<file path="src/rtl/aes_pkg.sv">
// Shared types and constants for the AES round controller.
// Holds the command opcode set, the controller state encoding, the bundle
// of registered control outputs and the legal round-count check.
package aes_pkg;

  // Round counts of the three AES key sizes
  localparam int NR_AES128 = 10;
  localparam int NR_AES192 = 12;
  localparam int NR_AES256 = 14;

  // Command set: single-step ops plus full multi-round encryption
  typedef enum logic [2:0] {
    NOOP            = 3'd0,
    AESENC          = 3'd1,
    AESENCLAST      = 3'd2,
    AESKEYGENASSIST = 3'd3,
    AESENCFULL      = 3'd4
  } opcode;

  // Controller states
  typedef enum logic [2:0] {
    ST_IDLE = 3'd0,
    ST_ZERO = 3'd1,
    ST_SUB  = 3'd2,
    ST_RND  = 3'd3,
    ST_LAST = 3'd4,
    ST_KEY  = 3'd5,
    ST_DONE = 3'd6
  } ctrl_state_t;

  // Control outputs driven to aes_enc / key_gen, registered as one bundle
  typedef struct packed {
    logic idle;
    logic full_enc;
    logic zero_rnd;
    logic key_sel;
    logic final_rnd;
    logic key_sub;
    logic gen_key;
    logic r_con_ctrl;
    logic next_rnd;
    logic cipher_ready;
    logic key_ready;
  } ctrl_out_t;

  // Output bundle seen while idle (and straight out of reset)
  localparam ctrl_out_t CTRL_OUT_IDLE = '{idle: 1'b1, default: 1'b0};

  // A full encryption is only started for a real AES round count that the
  // instance is built to handle.
  function automatic logic nr_legal(input logic [31:0] nr, input logic [31:0] nr_max);
    logic known;
    known = (nr == 32'(NR_AES128)) || (nr == 32'(NR_AES192)) || (nr == 32'(NR_AES256));
    return known && (nr <= nr_max);
  endfunction

endpackage

</file>
<file path="src/rtl/aes_rnd_cnt.sv">
// Round counter for the AES round controller.
// Clear has priority over increment; the count saturates instead of wrapping.
// last_o flags that the current round is the next-to-final one (cnt == nr-1),
// which tells the controller the following SUB leads into the LAST round.
module aes_rnd_cnt #(
  parameter int RND_W = 4
) (
  input  logic             clk,
  input  logic             nrst,
  input  logic             clr_i,
  input  logic             inc_i,
  input  logic [RND_W-1:0] nr_i,
  output logic [RND_W-1:0] cnt_o,
  output logic             last_o
);

  logic [RND_W-1:0] cnt_r;

  // Round count register: synchronous reset, clear, saturating increment
  always_ff @(posedge clk) begin
    if (!nrst) begin
      cnt_r <= {RND_W{1'b0}};
    end else if (clr_i) begin
      cnt_r <= {RND_W{1'b0}};
    end else if (inc_i && (cnt_r != {RND_W{1'b1}})) begin
      cnt_r <= cnt_r + RND_W'(1);
    end else begin
      cnt_r <= cnt_r;
    end
  end

  assign cnt_o  = cnt_r;
  assign last_o = (cnt_r == (nr_i - RND_W'(1)));

endmodule

</file>
<file path="src/rtl/aes_round_ctrl.sv">
// AES round controller: sequences AESENC, AESENCLAST, AESKEYGENASSIST and
// full AES-128/192/256 encryption (AESENCFULL), driving aes_enc and key_gen.
// All outputs are registered; they are decoded from the next state so the
// registered value always matches the state the controller is in.
// Optional build macro AES_CTRL_ABORT_EN adds abort_i, which returns any
// running operation to IDLE without a completion pulse.
module aes_round_ctrl
  import aes_pkg::*;
#(
  parameter int NR_MAX = 14,
  parameter int RND_W  = $clog2(NR_MAX + 1)
) (
  input  logic             clk,
  input  logic             nrst,
  input  logic             start_i,
  input  opcode            opcode_i,
  input  logic [RND_W-1:0] nr_i,
`ifdef AES_CTRL_ABORT_EN
  input  logic             abort_i,
`endif
  output logic             idle_o,
  output logic             full_enc_o,
  output logic             zero_rnd_o,
  output logic             key_sel_o,
  output logic             final_rnd_o,
  output logic             key_sub_o,
  output logic             gen_key_o,
  output logic             r_con_ctrl_o,
  output logic             next_rnd_o,
  output logic [RND_W-1:0] round_o,
  output logic             cipher_ready_o,
  output logic             key_ready_o,
  output logic             err_o
);

  ctrl_state_t      state_r, state_nxt_s;
  opcode            op_r, op_nxt_s;
  logic [RND_W-1:0] nr_r;
  logic             fin_r, fin_nxt_s;
  ctrl_out_t        out_r, out_nxt_s;
  logic             err_r, err_nxt_s;
  logic             abort_s;
  logic             accept_s;
  logic             nr_ok_s;
  logic             is_full_s;
  logic             cnt_clr_s;
  logic             cnt_inc_s;
  logic             cnt_last_s;
  logic [RND_W-1:0] cnt_s;

  // Abort request, tied off when the abort feature is not built
  always_comb begin
`ifdef AES_CTRL_ABORT_EN
    abort_s = abort_i;
`else
    abort_s = 1'b0;
`endif
  end

  assign nr_ok_s = nr_legal(32'(nr_i), 32'(NR_MAX));

  // Next-state logic; fin tracks that the upcoming SUB belongs to the final round
  always_comb begin
    state_nxt_s = state_r;
    fin_nxt_s   = fin_r;
    err_nxt_s   = 1'b0;
    case (state_r)
      ST_IDLE: begin
        fin_nxt_s = 1'b0;
        if (start_i) begin
          case (opcode_i)
            AESENC, AESENCLAST: state_nxt_s = ST_SUB;
            AESKEYGENASSIST:    state_nxt_s = ST_KEY;
            AESENCFULL: begin
              if (nr_ok_s) begin
                state_nxt_s = ST_ZERO;
              end else begin
                state_nxt_s = ST_IDLE;
                err_nxt_s   = 1'b1;
              end
            end
            default: state_nxt_s = ST_IDLE;
          endcase
        end else begin
          state_nxt_s = ST_IDLE;
        end
      end
      ST_ZERO: state_nxt_s = ST_SUB;
      ST_SUB: begin
        if (op_r == AESENCFULL) begin
          state_nxt_s = fin_r ? ST_LAST : ST_RND;
        end else if (op_r == AESENCLAST) begin
          state_nxt_s = ST_LAST;
        end else begin
          state_nxt_s = ST_RND;
        end
      end
      ST_RND: begin
        if (op_r == AESENCFULL) begin
          state_nxt_s = ST_SUB;
          fin_nxt_s   = cnt_last_s;
        end else begin
          state_nxt_s = ST_DONE;
        end
      end
      ST_LAST: state_nxt_s = ST_DONE;
      ST_KEY:  state_nxt_s = ST_DONE;
      ST_DONE: state_nxt_s = ST_IDLE;
      default: state_nxt_s = ST_IDLE;
    endcase
    if (abort_s && (state_r != ST_IDLE)) begin
      state_nxt_s = ST_IDLE;
      fin_nxt_s   = 1'b0;
    end else begin
      state_nxt_s = state_nxt_s;
    end
  end

  assign accept_s  = (state_r == ST_IDLE) && (state_nxt_s != ST_IDLE);
  assign op_nxt_s  = accept_s ? opcode_i : op_r;
  assign is_full_s = (op_nxt_s == AESENCFULL);

  // Round counter steps on entry to SUB/KEY and clears whenever IDLE is entered
  assign cnt_clr_s = (state_nxt_s == ST_IDLE);
  assign cnt_inc_s = (state_nxt_s == ST_SUB) || (state_nxt_s == ST_KEY);

  aes_rnd_cnt #(
    .RND_W (RND_W)
  ) u_rnd_cnt (
    .clk    (clk),
    .nrst   (nrst),
    .clr_i  (cnt_clr_s),
    .inc_i  (cnt_inc_s),
    .nr_i   (nr_r),
    .cnt_o  (cnt_s),
    .last_o (cnt_last_s)
  );

  // Moore output decode of the state being entered, for registering
  always_comb begin
    out_nxt_s = '0;
    case (state_nxt_s)
      ST_IDLE: out_nxt_s.idle = 1'b1;
      ST_ZERO: begin
        out_nxt_s.zero_rnd   = 1'b1;
        out_nxt_s.r_con_ctrl = 1'b1;
      end
      ST_SUB:  out_nxt_s.key_sub = 1'b0;
      ST_RND: begin
        out_nxt_s.full_enc = 1'b1;
        out_nxt_s.key_sel  = is_full_s;
        out_nxt_s.next_rnd = is_full_s;
        out_nxt_s.gen_key  = is_full_s;
      end
      ST_LAST: begin
        out_nxt_s.final_rnd = 1'b1;
        out_nxt_s.key_sel   = is_full_s;
        out_nxt_s.gen_key   = is_full_s;
      end
      ST_KEY: begin
        out_nxt_s.key_sub = 1'b1;
        out_nxt_s.gen_key = 1'b1;
      end
      ST_DONE: begin
        if (op_nxt_s == AESKEYGENASSIST) begin
          out_nxt_s.key_ready = 1'b1;
        end else begin
          out_nxt_s.cipher_ready = 1'b1;
        end
      end
      default: out_nxt_s = CTRL_OUT_IDLE;
    endcase
  end

  // State, latched command and registered outputs
  always_ff @(posedge clk) begin
    if (!nrst) begin
      state_r <= ST_IDLE;
      op_r    <= NOOP;
      nr_r    <= {RND_W{1'b0}};
      fin_r   <= 1'b0;
      out_r   <= CTRL_OUT_IDLE;
      err_r   <= 1'b0;
    end else begin
      state_r <= state_nxt_s;
      op_r    <= op_nxt_s;
      nr_r    <= accept_s ? nr_i : nr_r;
      fin_r   <= fin_nxt_s;
      out_r   <= out_nxt_s;
      err_r   <= err_nxt_s;
    end
  end

  assign idle_o         = out_r.idle;
  assign full_enc_o     = out_r.full_enc;
  assign zero_rnd_o     = out_r.zero_rnd;
  assign key_sel_o      = out_r.key_sel;
  assign final_rnd_o    = out_r.final_rnd;
  assign key_sub_o      = out_r.key_sub;
  assign gen_key_o      = out_r.gen_key;
  assign r_con_ctrl_o   = out_r.r_con_ctrl;
  assign next_rnd_o     = out_r.next_rnd;
  assign cipher_ready_o = out_r.cipher_ready;
  assign key_ready_o    = out_r.key_ready;
  assign err_o          = err_r;
  assign round_o        = cnt_s;

endmodule

</file>
<file path="config.mk">
export PLATFORM = sky130hd
export DESIGN_NAME = aes_round_ctrl
export DESIGN_NICKNAME = d
export VERILOG_FILES = /design/src/rtl/aes_pkg.sv /design/src/rtl/aes_rnd_cnt.sv /design/src/rtl/aes_round_ctrl.sv
export SDC_FILE = /design/constraint.sdc
export NUM_CORES = 1
export LEC_CHECK = 0
export ABC_AREA = 1
export CORE_ASPECT_RATIO = 0.5
export CORE_MARGIN = 2
export CORE_UTILIZATION = 45
export CTS_CLUSTER_DIAMETER = 80
export CTS_CLUSTER_SIZE = 10
export DETAILED_ROUTE_END_ITERATION = 7
export HOLD_SLACK_MARGIN = 0.08
export PLACE_DENSITY = 0.71
export SETUP_SLACK_MARGIN = 0.1
export SYNTH_ARGS = -nofsm -noshare
export SYNTH_HDL_FRONTEND = slang
export SYNTH_SLANG_ARGS = --single-unit
</file>
<file path="constraint.sdc">
create_clock -name clk -period 1.7 [get_ports clk]
set_input_delay 0.34 -clock clk [delete_from_list [all_inputs] [get_ports clk]]
set_output_delay 0.34 -clock clk [all_outputs]
set_load 0.02 [all_outputs]
</file>
# Word level (Yosys, flattened, before mapping)
# Cells that the tools add are included.
dict set report classes {
  n_bitwise 1
  reduce_logical 20
  eq_ne 25
  mux 20
  n_lt_le_gt_ge 1
  n_addsub 2
}
# op count
set op_table {}
lappend op_table {{== test 3 x 2 -> 1 bit (second input constant)} 8}
lappend op_table {{== test 3 bit (second input constant)} 8}
lappend op_table {{2-to-1 mux 3 bit} 6}
lappend op_table {{case mux 3 bit (5 select lines)} 1}
lappend op_table {{== test 4 bit (second input constant)} 3}
lappend op_table {{2-to-1 mux 1 bit} 10}
lappend op_table {{== test 3 x 1 -> 1 bit (second input constant)} 3}
lappend op_table {{case mux 3 bit (3 select lines)} 1}
lappend op_table {{AND reduction 2 bit} 4}
lappend op_table {{OR reduction 2 bit} 4}
lappend op_table {{zero test 3 bit} 2}
lappend op_table {{OR reduction 6 bit} 1}
lappend op_table {{adder 4 x 1 -> 4 bit (second input constant)} 1}
lappend op_table {{== test 4 bit} 1}
lappend op_table {{less-or-equal comparator 4 bit (second input constant)} 1}
lappend op_table {{inequality test 4 bit (second input constant)} 1}
lappend op_table {{case mux 1 bit (2 select lines)} 2}
lappend op_table {{AND reduction 4 bit} 1}
lappend op_table {{subtractor 4 x 1 -> 4 bit (second input constant)} 1}
lappend op_table {{logical AND 1 bit} 3}
lappend op_table {{logical OR 1 bit} 3}
lappend op_table {{nonzero test 3 bit} 1}
lappend op_table {{inequality test 2 bit (second input constant)} 1}
lappend op_table {{nonzero test 2 bit} 1}
lappend op_table {{NOT 1 bit} 1}
dict set report totals {
  in_bits 10
  ff_bits 26
  out_inout_bits 16
  elab_cells 85
}

# Logic depth before layout (Yosys ltp)
# Gate-level depths: netlist of the first run.
dict set report depth {
  word_depth 13
  depth_mapped 14
}

# Hierarchy
# A second synthesis of the first run with hierarchy kept.
dict set report hier_totals {
  cells_unflattened 206
  area_unflattened_um2 1387.6
}
# mod seq_area_each_um2 area_each_um2 instances cells_each
set modules_own_cells {}
lappend modules_own_cells {aes_round_ctrl 440.4 1031.0 1 142}
lappend modules_own_cells {aes_rnd_cnt 80.1 356.6 1 64}

# Worst setup path after synthesis of the first run
# No wires, ideal clock.
dict set report synth_timing {
  path_type {register to register}
  start {register state_r[2]}
  end {register out_r (netlist bit cipher_ready_o)}
  synth_period_minus_slack_ps 1597
  stages_incl_launch_ff 14
  arrival_time_ps 1488
  path_slack_ps 103
  path_cell_list {dfxtp_1 nor2_2 nand2_4 inv_4 nand2_4 nand2_1 nor2_4 nand3_4 nand2_4 buf_6 o21ai_1 nand3_1 nand2_1 inv_1}
}
dict set report synth_via {
  elab_chain_cells 8
}
# item line
set synth_lines {}
lappend synth_lines {{start: declaration} aes_round_ctrl.sv:36} ;# ctrl_state_t state_r, state_nxt_s;
lappend synth_lines {{start signal: assignment} aes_round_ctrl.sv:185} ;# state_r <= state_nxt_s;
lappend synth_lines {{== test 3 bit} aes_round_ctrl.sv:67} ;# case (state_r)
lappend synth_lines {{OR reduction 2 bit (no source line)} -}
lappend synth_lines {{case mux 3 bit (5 select lines)} aes_round_ctrl.sv:67}
lappend synth_lines {{nonzero test 3 bit} aes_round_ctrl.sv:119} ;# assign accept_s = (state_r == ST_IDLE) && (state_nxt_s != ST_IDLE);
lappend synth_lines {{logical AND 1 bit} aes_round_ctrl.sv:119}
lappend synth_lines {{2-to-1 mux 3 bit} aes_round_ctrl.sv:120} ;# assign op_nxt_s = accept_s ? opcode_i : op_r;
lappend synth_lines {{== test 3 x 2 -> 1 bit} aes_round_ctrl.sv:165} ;# if (op_nxt_s == AESKEYGENASSIST) begin
lappend synth_lines {{2-to-1 mux 1 bit} aes_round_ctrl.sv:165}
lappend synth_lines {{end signal: assignment} aes_round_ctrl.sv:189} ;# out_r <= out_nxt_s;
lappend synth_lines {{end: declaration} aes_round_ctrl.sv:40} ;# ctrl_out_t out_r, out_nxt_s;
# Several ways; a longest one is shown, not always the timed one.
# A chain may end at the register's enable or synchronous reset.

# Worst setup path after layout of the first run
# Same ends and word-level chain as after synthesis.

==> key figures, run 1 <==
Timing
  – Slew HR: 77.34%
  – RSZ-0062 raised after global routing: yes
  – Hold WS: 486.0 ps
  – Final Cycle Share: 103.1%
  – Setup Viol. Count Final: 6
  – Min Tclk post-route: 1753 ps
  – Fin. Hold Viols: 0
  – Slew @ Worst Pin: 337.0 ps
  – Final Max Tran Viols: 0
  – Fmax: 0.5704 GHz
  – Final WS setup: -53.16 ps
  – Clock skew: 8.214 ps

Global routing
  – Global-route met2 utilization: 41.17%
  – Total gr overflow: 0
  – GRT met3 Usage: 6.681%
  – Top Usage Layer GRT: met2
  – First-pass GRT wire length: 6065 um
  – Gr usage total: 23.68%
  – Vias in the first global route: 1300
  – Antenna violations before repair: 0
  – Met1 Resource Use GR: 28.32%
  – Largest net degree at the start of global routing: 15

Placement
  – I/O Buffers: 25
  – Post-DP HPWL: 2318 um
  – Worst setup slack after placement: -387.3 ps
  – Post-placement cell count: 257
  – Placer congestion estimate: 0.8017

Drt
  – Residual DRC count: 0
  – Routed WL: 4250 um
  – DR iter-0 viols: 143
  – WL/cell: 15.29 um
  – DR pass1 iterations: 4
  – Vias: 1486
  – DRT antenna net count: 0
  – Detailed-route vias per instance: 5.345

Yosys
  – Post-synthesis net count: 188
  – Number of warnings issued by yosys: 0
  – Synth cell types: 31
  – Seq/Total Area, Yosys: 39.96%
  – Register bit total from synthesis: 26
  – Post-synthesis cell area: 1302 um2
  – Post-Syn Area per Cell: 7.401 um2
  – Cell count after synthesis: 176

Power
  – Cell-internal power: 1.882 mW
  – Comb pwr share: 61.5%
  – Part of the power in registers: 25.5%
  – Net Sw Frac: 42.43%
  – Lkg Pwr: 1.008 nW
  – Clock share of power: 13.0%
  – P_sw: 1.387 mW
  – Worst VDD drop: 0.0007166 V
  – Cell Pwr Density: 1552 nW/um2

CTS
  – Worst-path clk slew: 100 ps
  – CTS Sinks: 26
  – CTS max path bufs: 2
  – Clock Latency Late Sink: 290 ps
  – Hold buffers post-CTS: 0
  – Clock root buffer: clkbuf_8
  – CTS buffer count: 3
  – Maximum level of the CTS H-tree: 1
  – CTS tree: built

Critical path
  – Worst path slowest cell: dfxtp_4
  – Critical Path Start Type: register
  – Critical Path RT: 1900 ps
  – Critical Path AT: 1950 ps
  – CP peak stage delay: 370 ps
  – Crit path buf inv count: 3
  – Setup crit end kind: register
  – Critical path class: register to register
  – Critical Path, Cell by Cell: buf_4 > inv_1 > nor2_1 > a21oi_4 > nand2_2 > nor2_4 > nand3_4 > nand2_4 > nand2_1 > o21ai_1 > nand3_2 > nand2_1 > inv_1
  – Critical path peak fanout: 5
  – Delay-heaviest family, CP: simple AND/OR/NAND/NOR gates

Final layout
  – Most frequent cells in the layout: 36 x buf_4, 23 x nand2_1, 22 x inv_1, 20 x dfxtp_1, 15 x nand3_1
  – Nets: 254
  – Syn-to-layout area delta: 61.67%
  – Layout Cells excl Fill: 278
  – Most common cell after layout, fill and taps aside: buf_4
  – N_diodes: 0
  – Layout cell share with drive strength beyond 1: 39.42%

Floorplanning
  – FP Rows: 13
  – Area of the die: 3367 um2
  – Core ar.: 2668 um2
  – DIE HEIGHT: 42.04 um
  – Starting Density: 48.83%
  – Die W: 80.09 um
  – I/O Pins: 26

Status
  – Failing checks: setup timing
  – Outcome: finished with violations

Run
  – Max-cap viol count: 0

Min path
  – Hold crit path type: input pin to register
[registers in the layout, indices dropped and copies added (netlist names)]
register	count
next_rnd_o	1
gen_key_o	1
full_enc_o	1
op_r	3
final_rnd_o	1
cipher_ready_o	1
key_ready_o	1
err_o	1
key_sel_o	1
key_sub_o	1
nr_r	4
u_rnd_cnt.cnt_o	4
r_con_ctrl_o	1
state_r	3
fin_r	1
idle_o	1
[cells in the mapped netlist]
cell | instances | area, um2
dfxtp_1 | 26 | 520.5
nand3_2 | 1 | 10.01
o21ai_1 | 2 | 10.01
xor2_1 | 5 | 43.79
a21oi_2 | 1 | 8.760
nand2_4 | 3 | 33.78
nand4_1 | 2 | 12.51
o21ai_0 | 5 | 25.02
xnor2_1 | 3 | 26.28
o21ai_2 | 1 | 8.760
nor3_1 | 1 | 5.000
inv_1 | 25 | 93.84
nor2_1 | 18 | 67.56
a21oi_1 | 9 | 45.04
nand2_2 | 3 | 18.77
nand2_1 | 31 | 116.4
buf_4 | 1 | 7.510
ha_1 | 2 | 25.02
nand3_4 | 1 | 17.52
nand3b_1 | 1 | 7.510
buf_6 | 1 | 11.26
nand3_1 | 22 | 110.1
o31ai_1 | 1 | 7.510
nor2_2 | 2 | 12.51
a21boi_1 | 1 | 7.510
clkbuf_1 | 1 | 3.750
nor4_1 | 1 | 6.260
nor2_4 | 2 | 22.52
inv_4 | 1 | 6.260
inv_2 | 2 | 7.510
clkinv_1 | 1 | 3.750
[final timing paths]
kind | start | to | slack, ps | depth (start not counted)
worst max-delay path | state_r[2] | cipher_ready_o | -50 | 13
worst min-delay path | nr_i[2] | nr_r[2] | 490 | 3
worst max register to register | state_r[2] | cipher_ready_o | -50 | 13
worst min register to register | nr_r[1] | nr_r[1] | 500 | 2
[kinds of logic after synthesis]
logic type | after synthesis | share of synthesized area [%]
flops | 26 | 39.96
simple gates | 88 | 33.81
buf+inv | 32 | 10.28
fa+ha+maj | 2 | 1.921
compound gates | 20 | 8.646
xor+xnor | 8 | 5.380
[final cells by class]
class | count | area, um2
timing repair buffer | 63 | 545.5
tap | 37 | 46.29
sequential | 26 | 535.5
multi-input combinational | 119 | 812.0
inverter | 29 | 111.4
clock buffer | 4 | 55.05
fill | 172 | 561.8
[routing by layer]
layer,part of all wire (%),wire [um]
met1,40,1683
met2,48,2020
met3,7.5,320
met4,5.3,226
met5,0,0
[what timing repair did]
action	in CTS	in global routing
buffers inserted	8	8
pin swaps	24	24
resized for setup	49	17
cloned	1	0
endpoints found under the setup margin	20	19
[tightest hold or removal path: cells and delay by family]
kind / cells / cell delay [ps]
AO/OA/AOI/OAI: 2 / 160
buffers and inverters: 1 / 230
[power groups by stage]
stage                     registers (mW)  logic, mW  clock network, mW
after floorplan                    0.845      0.823                  0
after global placement             0.809       1.33                  0
after detailed placement           0.811       1.36                  0
after CTS                          0.821       1.72              0.411
after global routing               0.841       2.16              0.454
final                              0.835       2.01              0.425
[stage by stage]
stage          instance area (um2)  util (%)  setup TNS (ps)  total power [mW]
2_1_floorplan                 1303         -               0             1.668
3_3_place_gp                  1754     65.76           -5522             2.141
3_5_place_dp                  1754     65.76           -5556             2.169
4_1_cts                       1983     74.34               0             2.949
5_1_grt                       2106     78.94           -1021             3.454
6_report                      2106     78.94          -96.88             3.269
Note: power is estimated with default switching activity, not from simulation.
==> run 2, diff against run 1 <==
- CORE_UTILIZATION: 45 -> 40
- PLACE_DENSITY: 0.71 -> 0.62
- SKIP_LAST_GASP: default -> 1
- clock period: 1.7 -> 2 ns (I/O delays scaled with it)
==> run 2 against run 1 <==
Against the previous run: the run now ends clean; sequential power decreased by 18%; setup slack improved by 250 ps; total power shrank 28%; critical endpoint is now op_r[0]; largest power group unchanged.
==> key figures, run 2 (synthesized netlist as in run 1, its figures left out) <==
Timing
  – Min Tclk post-route: 1801 ps
  – Setup Viol. Count Final: 0
  – Slew @ Worst Pin: 367.8 ps
  – Final Max Tran Viols: 0
  – RSZ-0062 raised after global routing: yes
  – Final Cycle Share: 90.05%
  – Fmax: 0.5553 GHz
  – Slew HR: 75.27%
  – Clock skew: 5.946 ps
  – Fin. Hold Viols: 0

Global routing
  – Antenna violations before repair: 0
  – Vias in the first global route: 1141
  – Gr usage total: 17.56%
  – First-pass GRT wire length: 5037 um
  – Largest net degree at the start of global routing: 16
  – Total gr overflow: 0

Drt
  – Detailed-route vias per instance: 4.696
  – DRT antenna net count: 0
  – Vias: 1221
  – DR iter-0 viols: 47
  – Residual DRC count: 0
  – WL/cell: 11.72 um
  – DR pass1 iterations: 4
  – Routed WL: 3047 um

Placement
  – I/O Buffers: 25
  – Cell Area, Placed: 1720 um2
  – Post-DP HPWL: 2349 um
  – Placer congestion estimate: 0.8824

Floorplanning
  – FP Rows: 14
  – Core ar.: 3048 um2
  – Starting Density: 42.73%
  – I/O Pins: 26
  – Die W: 84.70 um
  – DIE HEIGHT: 44.35 um
  – Area of the die: 3756 um2

Final layout
  – Final instance area: 1869 um2
  – Most common cell after layout, fill and taps aside: nand2_1
  – Nets: 233
  – Layout cell share with drive strength beyond 1: 22.27%
  – N_diodes: 0
  – Syn-to-layout area delta: 43.52%
  – Most frequent cells in the layout: 28 x nand2_1, 26 x dfxtp_1, 25 x inv_1, 23 x clkdlybuf4s50_1, 20 x nand3_1
  – Fillcell total: 268

Critical path
  – Critical Path Start Type: input pin
  – Critical Path RT: 2210 ps
  – Reg2reg setup slack: 210 ps
  – Reg-to-reg startpoint: state_r[1]
  – Reg-to-Reg End: next_rnd_o
  – Setup crit end kind: register
  – Critical path class: input pin to register
  – Critical Path AT: 2010 ps
  – Critical path peak fanout: 4
  – Reg2Reg Depth: 11

CTS
  – Clock Latency Late Sink: 270 ps
  – Hold buffers post-CTS: 0
  – CTS buffer count: 3
  – CTS max path bufs: 2
  – Clock root buffer: clkbuf_8
  – Worst-path clk slew: 90 ps
  – CTS tree: built
  – CTS Sinks: 26
  – Maximum level of the CTS H-tree: 1

Status
  – Outcome: completed

Min path
  – Hold crit path type: register to register
  – Hold path cells: 2
  – Min-Delay Endpoint: nr_r[3]
  – Hold Startpoint: nr_r[3]

Power
  – Worst VDD drop: 0.0006357 V
  – Cell Pwr Density: 1261 nW/um2
  – Total power: 2.357 mW
  – Lkg Pwr: 0.8652 nW

Run
  – Max-cap viol count: 0
[run 2: changes by cell type in the layout (fill, tap and decap cells not counted), moves of 4 or more]
cell             delta
buf_4              -20
clkdlybuf4s50_1    +10
dfxtp_1             +6
dlygate4sd2_1       -9
nand2_1             +5
nand2_2             -4
nand3_1             +5
nor2_4              -4
[run 2: per-layer routing]
layer,vias up,share of wire (%),GRT usage (%)
li1,648,-,-
met1,540,49,23.11
met2,30,46,29.29
met3,3,4.1,4.664
met4,0,0.36,4.762
met5,-,0,0
[run 2: area by class of cell]
cell class / count / area [um2] / share of cell area, %
repair buffers: 43 / 406.6 / 21.75
inverters: 29 / 111.4 / 5.957
well taps: 40 / 50.05 / 2.677
flip-flops and latches: 26 / 520.5 / 27.84
multi-input cells: 118 / 709.4 / 37.95
clock inverters: 1 / 30.03 / 1.606
clock buffers: 3 / 41.29 / 2.209
[run 2: power by group]
group          total [mW]  switching (mW)  internal (mW)  leakage [nW]
logic                1.24           0.692          0.544         0.618
registers           0.688          0.0750          0.613         0.212
clock network       0.432           0.164          0.268        0.0357
total                2.36           0.932           1.43         0.865
[run 2: worst max path at each step]
| stage | from | to | slack [ps] | depth (start not counted) |
|---|---|---|---|---|
| floorplan | state_r[2] | cipher_ready_o | 400 | 13 |
| global placement | opcode_i[1] | r_con_ctrl_o | -240 | 9 |
| detailed placement | opcode_i[1] | r_con_ctrl_o | -280 | 9 |
| CTS | opcode_i[1] | next_rnd_o | 110 | 11 |
| global route | state_r[1] | next_rnd_o | 60 | 11 |
| finish | opcode_i[2] | op_r[0] | 200 | 13 |
[run 2: worst max-delay path, stage by stage]
cell and delay [ps]:
clkdlybuf4s50_1 480, inv_1 80, nand3_1 90, nand2_1 60, nand2_1 80, nand3_2 100
nand2_2 100, nand3_4 120, buf_6 150, nand3_1 80, nand2_2 80, buf_4 130
nor2_1 70
[run 2: what timing repair did]
action | 4_1_cts | 5_1_grt
endpoints found under the setup margin | 1 | 15
pin swaps | 0 | 8
buffers inserted | 0 | 1
gates resized for setup | 1 | 16
[run 2: metrics by stage]
| step | instances | util [%] | TNS, ps | hold WS (ps) | setup WS (ps) |
|---|---|---|---|---|---|
| floorplan | 176 | - | 0 | 451.5 | 403.5 |
| global placement | 255 | 56.45 | -1624 | 470.9 | -241.1 |
| detailed placement | 255 | 56.45 | -2232 | 473.6 | -279.8 |
| CTS | 259 | 58.99 | 0 | 486.2 | 106.6 |
| global route | 260 | 61.33 | 0 | 527.9 | 62.21 |
| finish | 260 | 61.33 | 0 | 482.4 | 199.0 |
==> run 3, diff against run 2 <==
- REMOVE_ABC_BUFFERS: default -> 1
==> run 3 against run 2 <==
Against the previous run: first-iteration DRC count is 17% higher; final cell count is 0.77% higher; hold slack better by 8.2 ps; setup slack better by 31 ps; combinational power hardly changed; clock power is 33% lower; core utilization is 0.41 points lower; non-clock buffer count is 2 higher; routed wire length is 4.2% lower; fmax is 1.8% higher; sequential share of layout area is 0.19 points higher; critical endpoint is now round_o[2]; highest routed layer unchanged.
==> key figures, run 3 (synthesized netlist as in run 1, its figures left out) <==
Status
  – Outcome: completed

Placement
  – I/O Buffers: 25
  – Cell Area, Placed: 1715 um2
  – Post-DP HPWL: 2179 um
  – Post-placement cell count: 256
  – Worst setup slack after placement: -196.1 ps
  – Placer congestion estimate: 0.8904

Timing
  – Setup TNS: 0 ps
  – RSZ-0062 raised after global routing: no
  – Final Cycle Share: 88.49%
  – Final WS setup: 230.3 ps
  – Final Max Tran Viols: 0
  – Setup Viol. Count Final: 0
  – Slew HR: 81.57%
  – Slew @ Worst Pin: 274.7 ps
  – Min Tclk post-route: 1770 ps
  – Fin. Hold Viols: 0
  – Clock skew: 7.710 ps
  – Fmax: 0.5651 GHz

Drt
  – DRT antenna net count: 0
  – Routed WL: 2919 um
  – Vias: 1247
  – Detailed-route vias per instance: 4.760
  – WL/cell: 11.14 um
  – Residual DRC count: 0
  – DR pass1 iterations: 4
  – DR iter-0 viols: 55

Min path
  – Min-Delay Endpoint: nr_r[1]
  – Hold crit path type: register to register
  – Hold Startpoint: nr_r[1]
  – Hold path cells: 2

Final layout
  – Fillcell total: 267
  – Most frequent cells in the layout: 27 x nand2_1, 26 x dfxtp_1, 25 x inv_1, 19 x nand3_1, 19 x clkdlybuf4s50_1
  – Nets: 236
  – Final instance area: 1857 um2
  – Syn-to-layout area delta: 42.56%
  – Layout Cells excl Fill: 262
  – N_diodes: 0
  – Most common cell after layout, fill and taps aside: nand2_1
  – Layout cell share with drive strength beyond 1: 24.32%

Critical path
  – Setup crit end kind: primary output
  – Reg2Reg Depth: 12
  – Critical Path RT: 1600 ps
  – Reg-to-reg startpoint: state_r[2]
  – Critical path class: register to primary output
  – Critical Path, Cell by Cell: clkdlybuf4s50_1
  – Delay-heaviest family, CP: buffers and inverters
  – Critical Path AT: 1370 ps
  – Critical path peak fanout: 6
  – Reg-to-Reg End: cipher_ready_o
  – Worst path slowest cell: clkdlybuf4s50_1
  – Reg2reg setup slack: 240 ps
  – CP peak stage delay: 660 ps
  – Critical Path Start Type: register
  – Crit path buf inv count: 1

CTS
  – Maximum level of the CTS H-tree: 1
  – Worst-path clk slew: 80 ps
  – CTS Sinks: 26
  – Clock Latency Late Sink: 260 ps
  – Clock root buffer: clkbuf_8
  – Hold buffers post-CTS: 0
  – CTS max path bufs: 2
  – CTS buffer count: 3
  – CTS tree: built

Power
  – Cell-internal power: 1.301 mW
  – Lkg Pwr: 0.8935 nW
  – Comb pwr share: 56.5%
  – Clock share of power: 12.8%
  – Total power: 2.240 mW
  – Net Sw Frac: 41.94%
  – Part of the power in registers: 30.6%
  – Cell Pwr Density: 1206 nW/um2
  – Worst VDD drop: 0.0004799 V
  – P_sw: 939.6 uW

Floorplanning
  – Starting Density: 42.73%
  – DIE HEIGHT: 44.35 um
  – I/O Pins: 26
  – Area of the die: 3756 um2
  – Core ar.: 3048 um2
  – Die W: 84.70 um
  – FP Rows: 14

Global routing
  – Antenna violations before repair: 0
  – Vias in the first global route: 942
  – First-pass GRT wire length: 4381 um
  – Total gr overflow: 0
  – Gr usage total: 15.14%
  – Largest net degree at the start of global routing: 14

Run
  – Max-cap viol count: 0
## run 3: power by group through the flow
stage | logic (mW) | registers (mW) | clock network (mW)
floorplan | 0.647 | 0.723 | 0
global placement | 1.05 | 0.694 | 0
detailed placement | 1.06 | 0.693 | 0
CTS | 1.07 | 0.681 | 0.299
global route | 1.38 | 0.697 | 0.322
finish | 1.27 | 0.686 | 0.288
## run 3: final cells by class
type | count | area [um2] | share of cell area [%]
timing repair buffer | 45 | 419.2 | 22.57
tap | 40 | 50.05 | 2.695
clock buffer | 3 | 41.29 | 2.224
inverter | 29 | 111.4 | 5.997
multi-input combinational | 119 | 714.4 | 38.48
sequential | 26 | 520.5 | 28.03
## run 3: worst max-delay path by stage
stage / from / endpoint / slack, ps / depth (start not counted)
after global placement: opcode_i[1] / nr_r[1] / -190 / 11
after global routing: op_r[1] / key_sel_o / 90 / 11
after CTS: opcode_i[0] / gen_key_o / 120 / 13
final: u_rnd_cnt.cnt_o[2] / round_o[2] / 230 / 1
after floorplan: state_r[2] / cipher_ready_o / 430 / 12
after detailed placement: opcode_i[1] / cipher_ready_o / -200 / 12
## run 3: tightest hold or removal path, delay by kind of cell, from the launching register on
kind	cells	cell delay [ps]
DFF	1	300
buffers and inverters	1	80
AOI/OAI and AO/OA	1	70
## run 3: metal layers
| layer | global-route usage, % | up-vias | routed length, um |
|---|---|---|---|
| li1 | - | 656 | - |
| met1 | 22.08 | 551 | 1504 |
| met2 | 21.57 | 36 | 1243 |
| met3 | 4.478 | 4 | 125 |
| met4 | 4.762 | 0 | 46 |
| met5 | 0 | - | 0 |
## run 3: per-stage QoR
| step | utilization [%] | hold WS, ps |
|---|---|---|
| 6_report | 60.92 | 490.5 |
| 5_1_grt | 60.92 | 523.6 |
| 4_1_cts | 57.59 | 487.5 |
| 3_5_place_dp | 56.28 | 467.2 |
| 3_3_place_gp | 56.28 | 473.6 |
| 2_1_floorplan | - | 452.7 |
## run 3: timing repair
item,4_1_cts,5_1_grt
setup endpoints to repair,7,15
buffers inserted,0,2
gates cloned,0,1
gates resized for setup,1,24
pin swaps,0,15
